## config.mk

```make
export PLATFORM = sky130hd
export DESIGN_NAME = id_branch_ctrl
export DESIGN_NICKNAME = d
export VERILOG_FILES = /design/src/rtl/br_ctrl_pkg.sv /design/src/rtl/id_hazard_detect.sv /design/src/rtl/id_branch_ctrl.sv
export SDC_FILE = /design/constraint.sdc
export NUM_CORES = 1
export LEC_CHECK = 0
export CORE_UTILIZATION = 35
export DETAILED_ROUTE_END_ITERATION = 10
export GPL_TIMING_DRIVEN = 0
export SYNTH_ARGS = -nofsm -noshare
export SYNTH_HDL_FRONTEND = slang
export SYNTH_SLANG_ARGS = --single-unit
```

## constraint.sdc

```tcl
create_clock -name clk -period 6.46 [get_ports clk]
set_input_delay 1.292 -clock clk [delete_from_list [all_inputs] [get_ports clk]]
set_output_delay 1.292 -clock clk [all_outputs]
set_load 0.01 [all_outputs]
```

## src/rtl/br_ctrl_pkg.sv

```systemverilog
// Shared definitions for ID-stage branch control: FSM states and comparator forwarding codes.
package br_ctrl_pkg;

    typedef enum logic {
        RESOLVE = 1'b0,
        WAIT    = 1'b1
    } br_state_t;

    localparam logic [1:0] FWD_RF  = 2'd0;
    localparam logic [1:0] FWD_MEM = 2'd1;
    localparam logic [1:0] FWD_WB  = 2'd2;

endpackage

```

## src/rtl/id_hazard_detect.sv

```systemverilog
// Per-operand RAW hazard check for the ID branch comparator: how many hold cycles are needed
// before the operand is forwardable, and which source feeds the comparator.
module id_hazard_detect
    import br_ctrl_pkg::*;
#(
    parameter int RA_W = 5
) (
    input  logic            id_branch,
    input  logic [RA_W-1:0] rs,
    input  logic            ex_regwrite,
    input  logic            ex_memread,
    input  logic [RA_W-1:0] ex_rd,
    input  logic            mem_regwrite,
    input  logic            mem_memread,
    input  logic [RA_W-1:0] mem_rd,
    input  logic            wb_regwrite,
    input  logic [RA_W-1:0] wb_rd,
    output logic [1:0]      need,
    output logic [1:0]      fwd
);

    logic rs_live;
    logic ex_hit;
    logic mem_hit;
    logic wb_hit;
    logic [1:0] raw_need;

    // rs==0 can never match, so a producer writing x0 is never seen as a hazard.
    assign rs_live = (rs != '0);
    assign ex_hit  = rs_live && (ex_rd == rs);
    assign mem_hit = rs_live && (mem_rd == rs);
    assign wb_hit  = rs_live && (wb_rd == rs);

    always_comb begin
        raw_need = 2'd0;
        fwd      = FWD_RF;
        if (ex_hit && ex_memread) begin
            raw_need = 2'd2;
        end else if (ex_hit && ex_regwrite) begin
            raw_need = 2'd1;
        end else if (mem_hit && mem_memread) begin
            raw_need = 2'd1;
        end else if (mem_hit && mem_regwrite) begin
            fwd = FWD_MEM;
        end else if (wb_hit && wb_regwrite) begin
            fwd = FWD_WB;
        end
    end

    // Forwarding is still reported for non-branches; only the hold request is branch-qualified.
    assign need = id_branch ? raw_need : 2'd0;

endmodule

```

## src/rtl/id_branch_ctrl.sv

```systemverilog
// ID-stage branch sequencer: holds the pipeline until comparator operands are forwardable,
// redirects PC / flushes IF/ID on a taken branch, and keeps saturating branch counters.
module id_branch_ctrl
    import br_ctrl_pkg::*;
#(
    parameter int RA_W  = 5,
    parameter int CNT_W = 32
) (
    input  logic             clk,
    input  logic             rst,
    input  logic             stall_i,
    input  logic             ID_Branch_i,
    input  logic [RA_W-1:0]  ID_rs1_i,
    input  logic [RA_W-1:0]  ID_rs2_i,
    input  logic             EX_RegWrite_i,
    input  logic             EX_MemRead_i,
    input  logic [RA_W-1:0]  EX_rd_i,
    input  logic             MEM_RegWrite_i,
    input  logic             MEM_MemRead_i,
    input  logic [RA_W-1:0]  MEM_rd_i,
    input  logic             WB_RegWrite_i,
    input  logic [RA_W-1:0]  WB_rd_i,
    input  logic             Branch_i,
    output logic [1:0]       fwd1_sel_o,
    output logic [1:0]       fwd2_sel_o,
    output logic             stall_o,
    output logic             pc_sel_o,
    output logic             flush_o,
    output logic [CNT_W-1:0] br_cnt_o,
    output logic [CNT_W-1:0] taken_cnt_o,
    output logic [CNT_W-1:0] hold_cnt_o,
    output logic             dbg_state_o
);

    br_state_t  state;
    logic [1:0] wait_cnt;
    logic [1:0] need1;
    logic [1:0] need2;
    logic [1:0] need;
    logic       active;
    logic       hold;
    logic       resolving;

    id_hazard_detect #(.RA_W(RA_W)) u_hz1 (
        .id_branch   (ID_Branch_i),
        .rs          (ID_rs1_i),
        .ex_regwrite (EX_RegWrite_i),
        .ex_memread  (EX_MemRead_i),
        .ex_rd       (EX_rd_i),
        .mem_regwrite(MEM_RegWrite_i),
        .mem_memread (MEM_MemRead_i),
        .mem_rd      (MEM_rd_i),
        .wb_regwrite (WB_RegWrite_i),
        .wb_rd       (WB_rd_i),
        .need        (need1),
        .fwd         (fwd1_sel_o)
    );

    id_hazard_detect #(.RA_W(RA_W)) u_hz2 (
        .id_branch   (ID_Branch_i),
        .rs          (ID_rs2_i),
        .ex_regwrite (EX_RegWrite_i),
        .ex_memread  (EX_MemRead_i),
        .ex_rd       (EX_rd_i),
        .mem_regwrite(MEM_RegWrite_i),
        .mem_memread (MEM_MemRead_i),
        .mem_rd      (MEM_rd_i),
        .wb_regwrite (WB_RegWrite_i),
        .wb_rd       (WB_rd_i),
        .need        (need2),
        .fwd         (fwd2_sel_o)
    );

    assign need = (need1 > need2) ? need1 : need2;

    // A global stall already freezes the pipeline, so this block stays silent and frozen under it.
    assign active    = !stall_i && !rst;
    assign hold      = active && ((state == WAIT) || (need != 2'd0));
    assign resolving = active && (state == RESOLVE) && ID_Branch_i && (need == 2'd0);

    assign stall_o     = hold;
    assign pc_sel_o    = resolving && Branch_i;
    assign flush_o     = resolving && Branch_i;
    assign dbg_state_o = state;

    always_ff @(posedge clk) begin
        if (rst) begin
            state       <= RESOLVE;
            wait_cnt    <= 2'd0;
            br_cnt_o    <= '0;
            taken_cnt_o <= '0;
            hold_cnt_o  <= '0;
        end else if (!stall_i) begin
            case (state)
                RESOLVE: begin
                    if (need != 2'd0) begin
                        wait_cnt <= need - 2'd1;
                        state    <= (need == 2'd1) ? RESOLVE : WAIT;
                    end
                end
                WAIT: begin
                    wait_cnt <= wait_cnt - 2'd1;
                    if (wait_cnt == 2'd1) state <= RESOLVE;
                end
                default: state <= RESOLVE;
            endcase
            // Counters saturate at all-ones.
            if (resolving && (br_cnt_o != '1)) br_cnt_o <= br_cnt_o + 1'b1;
            if (resolving && Branch_i && (taken_cnt_o != '1)) taken_cnt_o <= taken_cnt_o + 1'b1;
            if (hold && (hold_cnt_o != '1)) hold_cnt_o <= hold_cnt_o + 1'b1;
        end
    end

endmodule
```

; ---- Yosys cells after proc, flatten, opt, wreduce, memory -nomap -nowiden
; Index checks and enable logic that the tools add are counted.
[classes]
addsub = 5
muxes = 25
n_bitwise = 2
n_reduce_logical = 36
n_eq_ne = 12
shift = 0
mul = 0
div_mod_pow = 0
order_cmp = 1
[op_table]
columns = op, count
row1 = "adder 32 x 1 -> 32 bit, second input constant", 3
row2 = "inequality test 32 bit, second input constant", 3
row3 = 2-to-1 mux 2 bit, 18
row4 = equality test 5 bit, 6
row5 = logical AND 1 bit, 25
row6 = nonzero test 5 bit, 2
row7 = AND reduction 2 bit, 4
row8 = 2-to-1 mux 1 bit, 5
row9 = "equality test 2 x 1 -> 1 bit, second input constant", 2
row10 = case mux 2 bit (2 select lines), 1
row11 = "subtractor 2 x 1 -> 2 bit, second input constant", 2
row12 = greater-than comparator 2 bit, 1
row13 = logical NOT 1 bit, 2
row14 = logical NOT 2 bit, 1
row15 = "inequality test 2 x 1 -> 1 bit, second input constant", 1
row16 = NOT 1 bit, 2
row17 = case mux 1 bit (2 select lines), 1
row18 = nonzero test 2 bit, 1
row19 = logical OR 1 bit, 1
[totals]
reg_bits = 99
inputBits = 35
latchBits = 0
memories = 0
rom_bits = 0
ram_bits = 0

; ---- Depth between registers and ports, before layout
[logic_depth]
ltp_word = 14
ltp_mapped = 19
mapped_depth_nobuf = 17

; ---- Cells and area by module
; A second synthesis with hierarchy kept.
[unflattened]
cells_unflattened = 707
area_unflattened_um2 = 5708.0
[by_module_without_submodules]
columns = module, cells_per_inst, area_each_um2, instances, seq_area_each_um2
row1 = id_branch_ctrl, 631, 5152.4, 1, 1981.9
row2 = id_hazard_detect, 38, 277.8, 2, 0.0

; ---- Worst setup path before layout
; Ideal clock, no wire load.
[synth_path]
kind = in2out
startpoint = in ID_rs2_i[0]
endpoint = out pc_sel_o
t_required_ns = 5.168
t_arrival_ns = 4.094
stages = 14
setup_slack_ns = 1.074
cell_sequence = or4_1 > o211ai_1 > nor3_1 > o211a_1 > ha_1 > inv_1 > o22ai_1 > o311a_1 > o21ai_0 > and2_1 > ha_1 > nor4b_4 > and3_1 > buf_4
[synth_between]
elab_chain_cells = 12
[synth_lines]
columns = element, line_no
row1 = from (decl), id_branch_ctrl.sv:14  ; input logic [RA_W-1:0] ID_rs2_i,
row2 = equality test 5 bit or nonzero test 5 bit (tied branches), "id_hazard_detect.sv:31, id_hazard_detect.sv:29"
row3 = logical AND 1 bit, id_hazard_detect.sv:31  ; assign mem_hit = rs_live && (mem_rd == rs);
row4 = logical AND 1 bit, id_hazard_detect.sv:41  ; end else if (mem_hit && mem_memread) begin
row5 = 2-to-1 mux 1 bit, id_hazard_detect.sv:41
row6 = 2-to-1 mux 2 bit, id_hazard_detect.sv:39  ; end else if (ex_hit && ex_regwrite) begin
row7 = 2-to-1 mux 2 bit *, id_hazard_detect.sv:37  ; if (ex_hit && ex_memread) begin
row8 = 2-to-1 mux 2 bit *, id_hazard_detect.sv:51  ; assign need = id_branch ? raw_need : 2'd0;
row9 = greater-than comparator 2 bit, id_branch_ctrl.sv:74  ; assign need = (need1 > need2) ? need1 : need2;
row10 = 2-to-1 mux 2 bit *, id_branch_ctrl.sv:74
row11 = logical NOT 2 bit *, id_branch_ctrl.sv:79  ; assign resolving = active && (state == RESOLVE) && ID_Branch_i && (need == 2'd0);
row12 = logical AND 1 bit *, id_branch_ctrl.sv:79
row13 = logical AND 1 bit *, --
row14 = to (decl), id_branch_ctrl.sv:27  ; output logic pc_sel_o,
; Every way passes the cells marked *; elsewhere a longest branch is shown, timed or not.

; ---- Worst setup path in the final report
[layout_path]
startpoint = in ID_rs2_i[0]
endpoint = out stall_o
[layout_between]
elab_chain_cells = 12
[layout_lines]
columns = element, line_no
row1 = equality test 5 bit or nonzero test 5 bit (tied branches), "id_hazard_detect.sv:31, id_hazard_detect.sv:29"
row2 = logical AND 1 bit, id_hazard_detect.sv:31
row3 = logical AND 1 bit, id_hazard_detect.sv:41
row4 = 2-to-1 mux 1 bit, id_hazard_detect.sv:41
row5 = 2-to-1 mux 2 bit, id_hazard_detect.sv:39
row6 = 2-to-1 mux 2 bit *, id_hazard_detect.sv:37
row7 = 2-to-1 mux 2 bit *, id_hazard_detect.sv:51
row8 = greater-than comparator 2 bit, id_branch_ctrl.sv:74
row9 = 2-to-1 mux 2 bit *, id_branch_ctrl.sv:74
row10 = nonzero test 2 bit *, id_branch_ctrl.sv:78  ; assign hold = active && ((state == WAIT) || (need != 2'd0));
row11 = logical OR 1 bit *, id_branch_ctrl.sv:78
row12 = logical AND 1 bit *, id_branch_ctrl.sv:78
row13 = to (decl), id_branch_ctrl.sv:26  ; output logic stall_o,
; Marks and branches as above.

==> insert_results.sql <==
INSERT INTO impl_metrics (metric_group, metric, value, unit) VALUES
('floorplan', 'die-area', '16600', 'sq um'),
('floorplan', 'coreArea', '15800', 'sq um'),
('route', 'drt-total-wl', '16800', 'microns'),
('critical_path', 'cp_max_fo', '6', ''),
('floorplan', 'floorplan.rows', '46', ''),
('floorplan', 'die_y', '129', 'microns'),
('yosys', 'synth_async_sr_flop_share', '0', '%'),
('sta', 'hold_viol_final', '0', ''),
('cells_and_area', 'post_route_cells_drive_above_1_share', '7.68', '%'),
('placed_design', 'port-buffer-count', '135', ''),
('placed_design', 'placed_area', '7260', 'sq um'),
('clocking', 'cts.hold.buffers_added', '0', ''),
('cells_and_area', 'final.fill_count', '1548', ''),
('yosys', 'synth_area_leaders', 'sky130_fd_sc_hd__dfxtp_1, sky130_fd_sc_hd__xnor2_1, sky130_fd_sc_hd__a21oi_1', ''),
('sta', 'slew_viol_final', '0', ''),
('placed_design', 'dp_hpwl', '12700', 'microns'),
('critical_path', 'crit_path_start_kind', 'input pin', ''),
('sta', 'setup-violations-final', '0', ''),
('sta', 'finalWorstPathRequiredPeriod', '6.27', 'ns'),
('power_and_ir_drop', 'pwr_density_cell', '164', 'nW/um^2'),
('yosys', 'synthesis.area', '5640', 'sq um'),
('critical_path', 'timing_worst_setup_path_type', 'in -> out', ''),
('clocking', 'tritoncts_num_sinks', '99', ''),
('outcome', 'run_status', 'finished, final reports clean', ''),
('placed_design', 'place.detailed.instances', '1042', ''),
('cells_and_area', 'stdcell_count', '1062', ''),
('placed_design', 'finalWeightedCongestion', '0.811', ''),
('route', 'via_count', '5847', ''),
('critical_path', 'cp_data_required_time', '5.17', 'ns'),
('floorplan', 'io_pins', '139', ''),
('global_route', 'grt_pass1_wl', '26800', 'microns'),
('cells_and_area', 'final_core_utilization', '48.0', '%'),
('yosys', 'synth_cell_types', '66', ''),
('clocking', 'cts_made_buffers', '9', ''),
('yosys', 'ys_dominant_reg_cell', 'sky130_fd_sc_hd__dfxtp_1', ''),
('global_route', 'grt_antenna_before_repair', '0', ''),
('cells_and_area', 'layout.cell_area.non_filler', '7590', 'sq um'),
('sta', 'tightestPinTransition', '0.817', 'ns'),
('yosys', 'yosysMostFrequentCell', 'sky130_fd_sc_hd__dfxtp_1', ''),
('power_and_ir_drop', 'maximum_vdd_ir_drop', '0.122', 'mV'),
('global_route', 'via_count_of_the_first_global_routing_pass', '5368', ''),
('yosys', 'number_of_synthesized_register_bits', '99', ''),
('sta', 'worst_slew_margin_rel', '45.1', '%'),
('clocking', 'cts_max_level', '3', ''),
('yosys', 'syn_inst', '691', ''),
('route', 'detail-route-antenna-nets', '0', ''),
('yosys', 'synth_largest_type_area_fraction', '35.1', '%'),
('yosys', 'commonest_cells_in_the_synthesized_netlist', 'sky130_fd_sc_hd__dfxtp_1, sky130_fd_sc_hd__nor2_1, sky130_fd_sc_hd__a21oi_1', ''),
('cells_and_area', 'nets_finish', '885', ''),
('cells_and_area', 'register_area', '1980', 'sq um'),
('cells_and_area', 'multi_input_gate_area_in_the_final_layout', '3500', 'sq um'),
('sta', 'finClkSkew', '0.00555', 'ns'),
('yosys', 'syn_avg_cell_area', '8.17', 'sq um'),
('sta', 'holdWs', '0.499', 'ns'),
('critical_path', 'endpoint_kind', 'output pin', ''),
('route', 'drt-vias-per-instance', '5.51', ''),
('yosys', 'synth_top_cell_by_area', 'sky130_fd_sc_hd__dfxtp_1', ''),
('yosys', 'syn-num-nets', '734', ''),
('route', 'wl_per_cell', '15.8', 'microns'),
('yosys', 'number_of_enable_flip_flop_cells_after_synthesis', '0', ''),
('critical_path', 'critical_path_arrival', '4.98', 'ns'),
('sta', 'post-route-period-util', '97.1', '%'),
('sta', 'maximum_clock_frequency', '159', 'MHz'),
('route', 'drt_pass1_iterations', '5', ''),
('global_route', 'globalRoute.totalOverflow', '0', ''),
('global_route', 'global_route.usage.total', '20.4', '%'),
('global_route', 'grt_max_degree', '15', ''),
('cells_and_area', 'diodes', '0', ''),
('clocking', 'worst_setup_hold_path_clk_slew', '0.06', 'ns'),
('job', 'maximum_capacitance_violations', '0', ''),
('clocking', 'cts_max_path_buffers', '2', '');
[report_power, final]
part           total [mW]  leakage, nW  internal [mW]  switching, mW
combinational       0.103         1.48         0.0485         0.0545
clock               0.527        0.141          0.290          0.237
sequential          0.617        0.797          0.613        0.00404
total                1.25         2.42          0.951          0.296
[routing by layer]
metal  GRT usage [%]  wire [microns]  up-vias
li1                -               -     2883
met1            26.5            7800     2774
met2            33.6            7750      161
met3            3.95             883       29
met4            7.68             370        0
met5               0               0        -
[layout make-up]
cell class / count / area share [%]
clock inverters: 2 / 0.132
flip-flops and latches: 99 / 26.1
well taps: 216 / 3.56
inverters: 19 / 0.939
multi-input cells: 549 / 46.1
repair buffers: 140 / 18.2
plain buffers: 24 / 1.42
clock buffers: 13 / 3.56
[worst max-delay path, cell delays in order]
cell and delay [ns]:
sky130_fd_sc_hd__dlygate4sd2_1 0.30, sky130_fd_sc_hd__or4_4 0.57, sky130_fd_sc_hd__o211ai_1 0.19, sky130_fd_sc_hd__buf_4 0.15
sky130_fd_sc_hd__nor3_1 0.06, sky130_fd_sc_hd__o211a_1 0.24, sky130_fd_sc_hd__ha_1 0.28, sky130_fd_sc_hd__inv_1 0.05
sky130_fd_sc_hd__o22ai_1 0.17, sky130_fd_sc_hd__o311a_1 0.22, sky130_fd_sc_hd__o21ai_2 0.08, sky130_fd_sc_hd__and2_1 0.17
sky130_fd_sc_hd__ha_1 0.20, sky130_fd_sc_hd__nor2b_2 0.21, sky130_fd_sc_hd__nor2_1 0.20, sky130_fd_sc_hd__clkdlybuf4s50_1 0.57
[what timing repair did]
item / in CTS / in global routing
resized for setup: 11 / 6
buffers inserted: 2 / 3
endpoints found under the setup margin: 3 / 3
pin swaps: 3 / 3
[logic make-up after synthesis]
group | share of synthesized area (%)
buf+inv | 3.17
compound gates | 17.6
flops | 35.1
simple gates | 31.4
fa+ha+maj | 1.77
xor+xnor | 7.45
mux | 3.48
[final timing paths]
check | from | endpoint | slack (ns) | cells past startpoint
hold / removal | hold_cnt_o[24] | hold_cnt_o[24] | 0.50 | 2
hold reg to reg | hold_cnt_o[24] | hold_cnt_o[24] | 0.50 | 2
setup / recovery | ID_rs2_i[0] | stall_o | 0.19 | 16
setup reg to reg | br_cnt_o[14] | br_cnt_o[27] | 3.86 | 6
[flip-flops by register name (all words and copies together), names as in the netlist]
register	flops
dbg_state_o	1
br_cnt_o	32
wait_cnt	2
hold_cnt_o	32
taken_cnt_o	32
[through the flow]
| stage | power [mW] | setup TNS, ns | worst slack [ns] |
|---|---|---|---|
| floorplan | 0.683 | 0 | 1.07 |
| global placement | 0.728 | -0.802 | -0.426 |
| detailed placement | 0.732 | -1.22 | -0.556 |
| CTS | 1.26 | 0 | 0.0691 |
| global route | 1.29 | 0 | 0.0452 |
| finish | 1.25 | 0 | 0.187 |
[layout by cell type (no fill, tap or decap), types with 3 or more instances in the layout]
master	synthesis	routed
sky130_fd_sc_hd__o21ai_0	45	43
sky130_fd_sc_hd__nor3_1	13	13
sky130_fd_sc_hd__clkbuf_8	0	3
sky130_fd_sc_hd__a21oi_1	58	58
sky130_fd_sc_hd__or2_2	6	6
sky130_fd_sc_hd__a211oi_1	3	3
sky130_fd_sc_hd__o211a_1	4	4
sky130_fd_sc_hd__clkdlybuf4s50_1	0	126
sky130_fd_sc_hd__inv_1	18	18
sky130_fd_sc_hd__nand4_1	22	22
sky130_fd_sc_hd__mux2_2	13	13
sky130_fd_sc_hd__xor2_1	9	9
sky130_fd_sc_hd__clkbuf_1	16	17
sky130_fd_sc_hd__buf_4	1	6
sky130_fd_sc_hd__and3_1	11	10
sky130_fd_sc_hd__and4_1	7	7
sky130_fd_sc_hd__nor2_1	60	60
sky130_fd_sc_hd__xnor2_1	39	39
sky130_fd_sc_hd__nor4_1	8	8
sky130_fd_sc_hd__nand3_1	43	43
sky130_fd_sc_hd__dfxtp_1	99	99
sky130_fd_sc_hd__or4_4	1	3
sky130_fd_sc_hd__buf_2	4	4
sky130_fd_sc_hd__nor4b_1	3	3
sky130_fd_sc_hd__a31oi_1	3	3
sky130_fd_sc_hd__ha_1	8	8
sky130_fd_sc_hd__dlygate4sd2_1	0	8
sky130_fd_sc_hd__a2111oi_0	3	3
sky130_fd_sc_hd__clkbuf_16	0	9
sky130_fd_sc_hd__or3_1	42	42
sky130_fd_sc_hd__and2_1	4	4
sky130_fd_sc_hd__or4_1	17	15
sky130_fd_sc_hd__nand2_1	48	48
sky130_fd_sc_hd__nor2b_1	15	14
sky130_fd_sc_hd__mux2i_1	5	5
sky130_fd_sc_hd__a311oi_1	4	4
sky130_fd_sc_hd__o211ai_1	5	5
sky130_fd_sc_hd__o31ai_1	14	14
Power figures use the tool's default switching activity.
==> RTL edit 1, RTL diff (same flow settings) <==
Put one more register stage on the output `dbg_state_o`, with the module's reset. The value now appears one clock later. The other outputs are not delayed to match.
--- a/src/rtl/id_branch_ctrl.sv
+++ b/src/rtl/id_branch_ctrl.sv
@@ -82,5 +82,11 @@
     assign pc_sel_o    = resolving && Branch_i;
     assign flush_o     = resolving && Branch_i;
-    assign dbg_state_o = state;
+    always_ff @(posedge clk) begin
+        if (rst) begin
+            dbg_state_o <= '0;
+        end else begin
+            dbg_state_o <= state;
+        end
+    end
 
     always_ff @(posedge clk) begin
Check against the original RTL: not equivalent (a bounded check fails within 4 cycles, from zero or initial values and one cycle with rst high).
==> RTL edit 1 against the unedited design <==
  * Sequential cell count rose by 1
  * Synthesized area increased by 1.8%
  * Power is 1.7% higher
  * Wire length grew 1.6%
  * Clock power grew 4%
  * Setup slack improved by 11 ps
  * Maximum frequency increased by 0.17%
  * Synthesized cell count grew 1.9%
  * Cell area up 1.0%
  * Critical endpoint unchanged
==> RTL edit 1: results (changes against the unedited design) <==
combinational fraction of design power=7.8% (-0.5 points); non-filler instance count after layout=1073 (+1.0%); post-synthesis mux area share=1.92% (-1.6 points); layout cells sized above 1=8.17% (+0.48 points); count of different cell masters after synthesis=62 (-6.1%); P_seq=623 uW (+1%); clk cell area share=3.74% (+0.044 points); number of non-clock buffers=171 (+4.3%); DP HPWL=12800 um (+0.95%); FF/Latch Area=2000 sq um (+1.0%); PortBufs=134 (-0.74%); Pwr Total=1270 uW (+1.7%); Internal=966 uW (+1.5%); pre-CTS setup slack=-437 ps (+119 ps); Clock Skew=11.8 ps (+6.20 ps); NonClk Buf Share=19.7% (+0.11 points); DP Area=7360 sq um (+1.3%); number of non-clock inverters=22 (+3); fraction of area in registers=26.1% (about the same); #MultiIn Comb=548 (-0.18%); crit-path max cell delay=510 ps (-60 ps); Synthesized Nets=747 (+1.8%); Sinks on Clock Net=100 (+1.0%); FILL cells=1584 (+2.3%); post-synthesis sequential area ratio=34.8% (-0.28 points); Vias=6074 (+3.9%); status=finished clean; Max FO, Critical Path=8 (+2); vias in the first global route=5683 (+5.9%); Total GRT Usage=20.3% (-0.17 points); drt first-iter violations=325 (-0.91%); Peak VDD IR=134 uV (+9.4%); Pleak=0.00238 uW (-1.6%)
RTL edit 1: per-layer routing:
layer / track usage [%] / wire [um]
met1: 24.6 / 7600
met5: 0 / 0
met2: 35.1 / 8310
met3: 4.35 / 933
met4: 7.39 / 249
RTL edit 1: what timing repair did:
| action | in CTS | in global routing |
|---|---|---|
| buffers inserted | 3 | 0 |
| hold buffers | 0 | 0 |
| pin swaps | 3 | 1 |
| setup endpoints to repair | 3 | 2 |
| resized for setup | 16 | 2 |
RTL edit 1: worst paths after layout:
check / start / endpoint / slack [ps] / cells after the start
worst min-delay path: br_cnt_o[5] / br_cnt_o[5] / 510 / 2
worst max register to register: hold_cnt_o[4] / hold_cnt_o[4] / 3840 / 6
worst max-delay path: MEM_rd_i[2] / stall_o / 200 / 17
worst min register to register: br_cnt_o[5] / br_cnt_o[5] / 510 / 2
==> RTL edit 2, RTL diff (same flow settings) <==
Without the edit above. The parameter `CNT_W` goes from 32 to 64.
--- a/src/rtl/id_branch_ctrl.sv
+++ b/src/rtl/id_branch_ctrl.sv
@@ -5,5 +5,5 @@
 #(
     parameter int RA_W  = 5,
-    parameter int CNT_W = 32
+    parameter int CNT_W = 64
 ) (
     input  logic             clk,
Interface: changed (resized br_cnt_o, hold_cnt_o and taken_cnt_o); port bits go from 139 to 235. The function was not compared with the original's and may differ.
==> RTL edit 2 against the unedited design <==
  * Sequential cell count increased by 96
  * Critical endpoint is now pc_sel_o
  * Clock skew grew 12 ps
  * Wire length grew 120%
  * Cell area grew 86%
  * Power grew 89%
  * Setup slack better by 25 ps
  * Largest power group unchanged
  * Non-clock buffer count grew 135
  * Synthesized area grew 89%
  * Critical path depth rose by 1
  * Clock power up 95%
==> RTL edit 2: results (changes against the unedited design) <==
Clock Skew=17.4 ps (+11.9 ps); cell family with most CP delay=buffers and inverters; Total GRT Usage=23.1% (+2.6 points); CTS H-tree lvls=4 (+1); largest net degree at the start of global routing=19 (+4); biggest regs=br_cnt_o: 64 flops, hold_cnt_o: 64 flops, taken_cnt_o: 64 flops; DP Area=13500 sq um (+86%); crit path DAT=4960 ps (-20 ps); pre-CTS setup slack=-298 ps (+258 ps); synth top area cells=dfxtp_1 37%, a21oi_1 6.0%, or3_1 4.4%; first-pass GRT wire length=57500 um (+110%); status=finished clean; Synthesized Nets=1368 (+86%); drt total wl=36300 um (+120%); R2R cell count=8 (+2); Worst-path clk slew=90 ps (+30 ps); layout cells sized above 1=7.10% (-0.58 points); drt first-iter violations=832 (+150%); count of different cell masters after synthesis=70 (+6.1%); crit-path max cell delay=510 ps (-60 ps); clk pwr=1030 uW (+95%); post-synthesis sequential area ratio=36.6% (+1.5 points); CTS buffer count=17 (+8); Post-Place Cells=1948 (+87%); Psw=605 uW (+100%); Pleak=0.00422 uW (+74%); Synth Instances=1325 (+92%); Worst-Skew Late Latency=440 ps (+90 ps); Synth top cells by count=195 x dfxtp_1, 128 x a21oi_1, 97 x nor2_1; DP HPWL=26800 um (+110%); power in combinational cells=123 uW (+19%); Slew HR=39.3% (-5.8 points); vias per inst=5.75 (+4.5%); Max FO, Critical Path=9 (+3); antenna violations before repair=2 (+2); PortBufs=233 (+73%); Critical-path top delay cell=clkdlybuf4s50_1; P_seq=1200 uW (+94%)
-- RTL edit 2: path summary, 6_finish.rpt --
| kind | from | to | slack [ps] |
|---|---|---|---|
| setup / recovery | ID_rs1_i[4] | pc_sel_o | 210 |
| hold / removal | br_cnt_o[23] | br_cnt_o[23] | 500 |
| setup reg to reg | br_cnt_o[37] | br_cnt_o[1] | 3090 |
| hold reg to reg | br_cnt_o[23] | br_cnt_o[23] | 500 |
-- RTL edit 2: cell type report --
type / instances / area [sq um]
fill: 2974 / 15700
multi-input combinational: 1037 / 6410
sequential: 195 / 3900
timing repair buffer: 235 / 2350
tap: 390 / 488
clock buffer: 18 / 429
buffer: 64 / 292
clock inverter: 13 / 118
inverter: 29 / 114
antenna: 2 / 5.00
-- RTL edit 2: repair_timing --
item                       CTS  global route
pin swaps                    0             3
buffers inserted             0             2
hold endpoints to repair     0             0
setup endpoints to repair    2             3
gates resized for setup      7             8
gates cloned                 0             0
-- RTL edit 2: cells by family (layout without fill, tap and decap cells) --
logic type | count (synthesis) | in the layout | synth area share, %
AOI/OAI and AO/OA | 316 | 316 | 18.0
xor gates and xnor gates | 60 | 60 | 4.92
adders and majority gates | 8 | 8 | 0.938
buffers and inverters | 93 | 359 | 3.75
DFF | 195 | 195 | 36.6
muxes | 23 | 23 | 2.38
other | 0 | 2 | 0
and+or+nand+nor | 630 | 630 | 33.4
-- RTL edit 2: per-layer routing --
layer / up-vias / routed length [um] / GRT usage (%)
met2: 390 / 16000 / 35.2
met4: 0 / 1050 / 8.87
li1: 5527 / - / -
met3: 62 / 2370 / 4.54
met5: - / 0 / 0
met1: 5427 / 16900 / 31.9
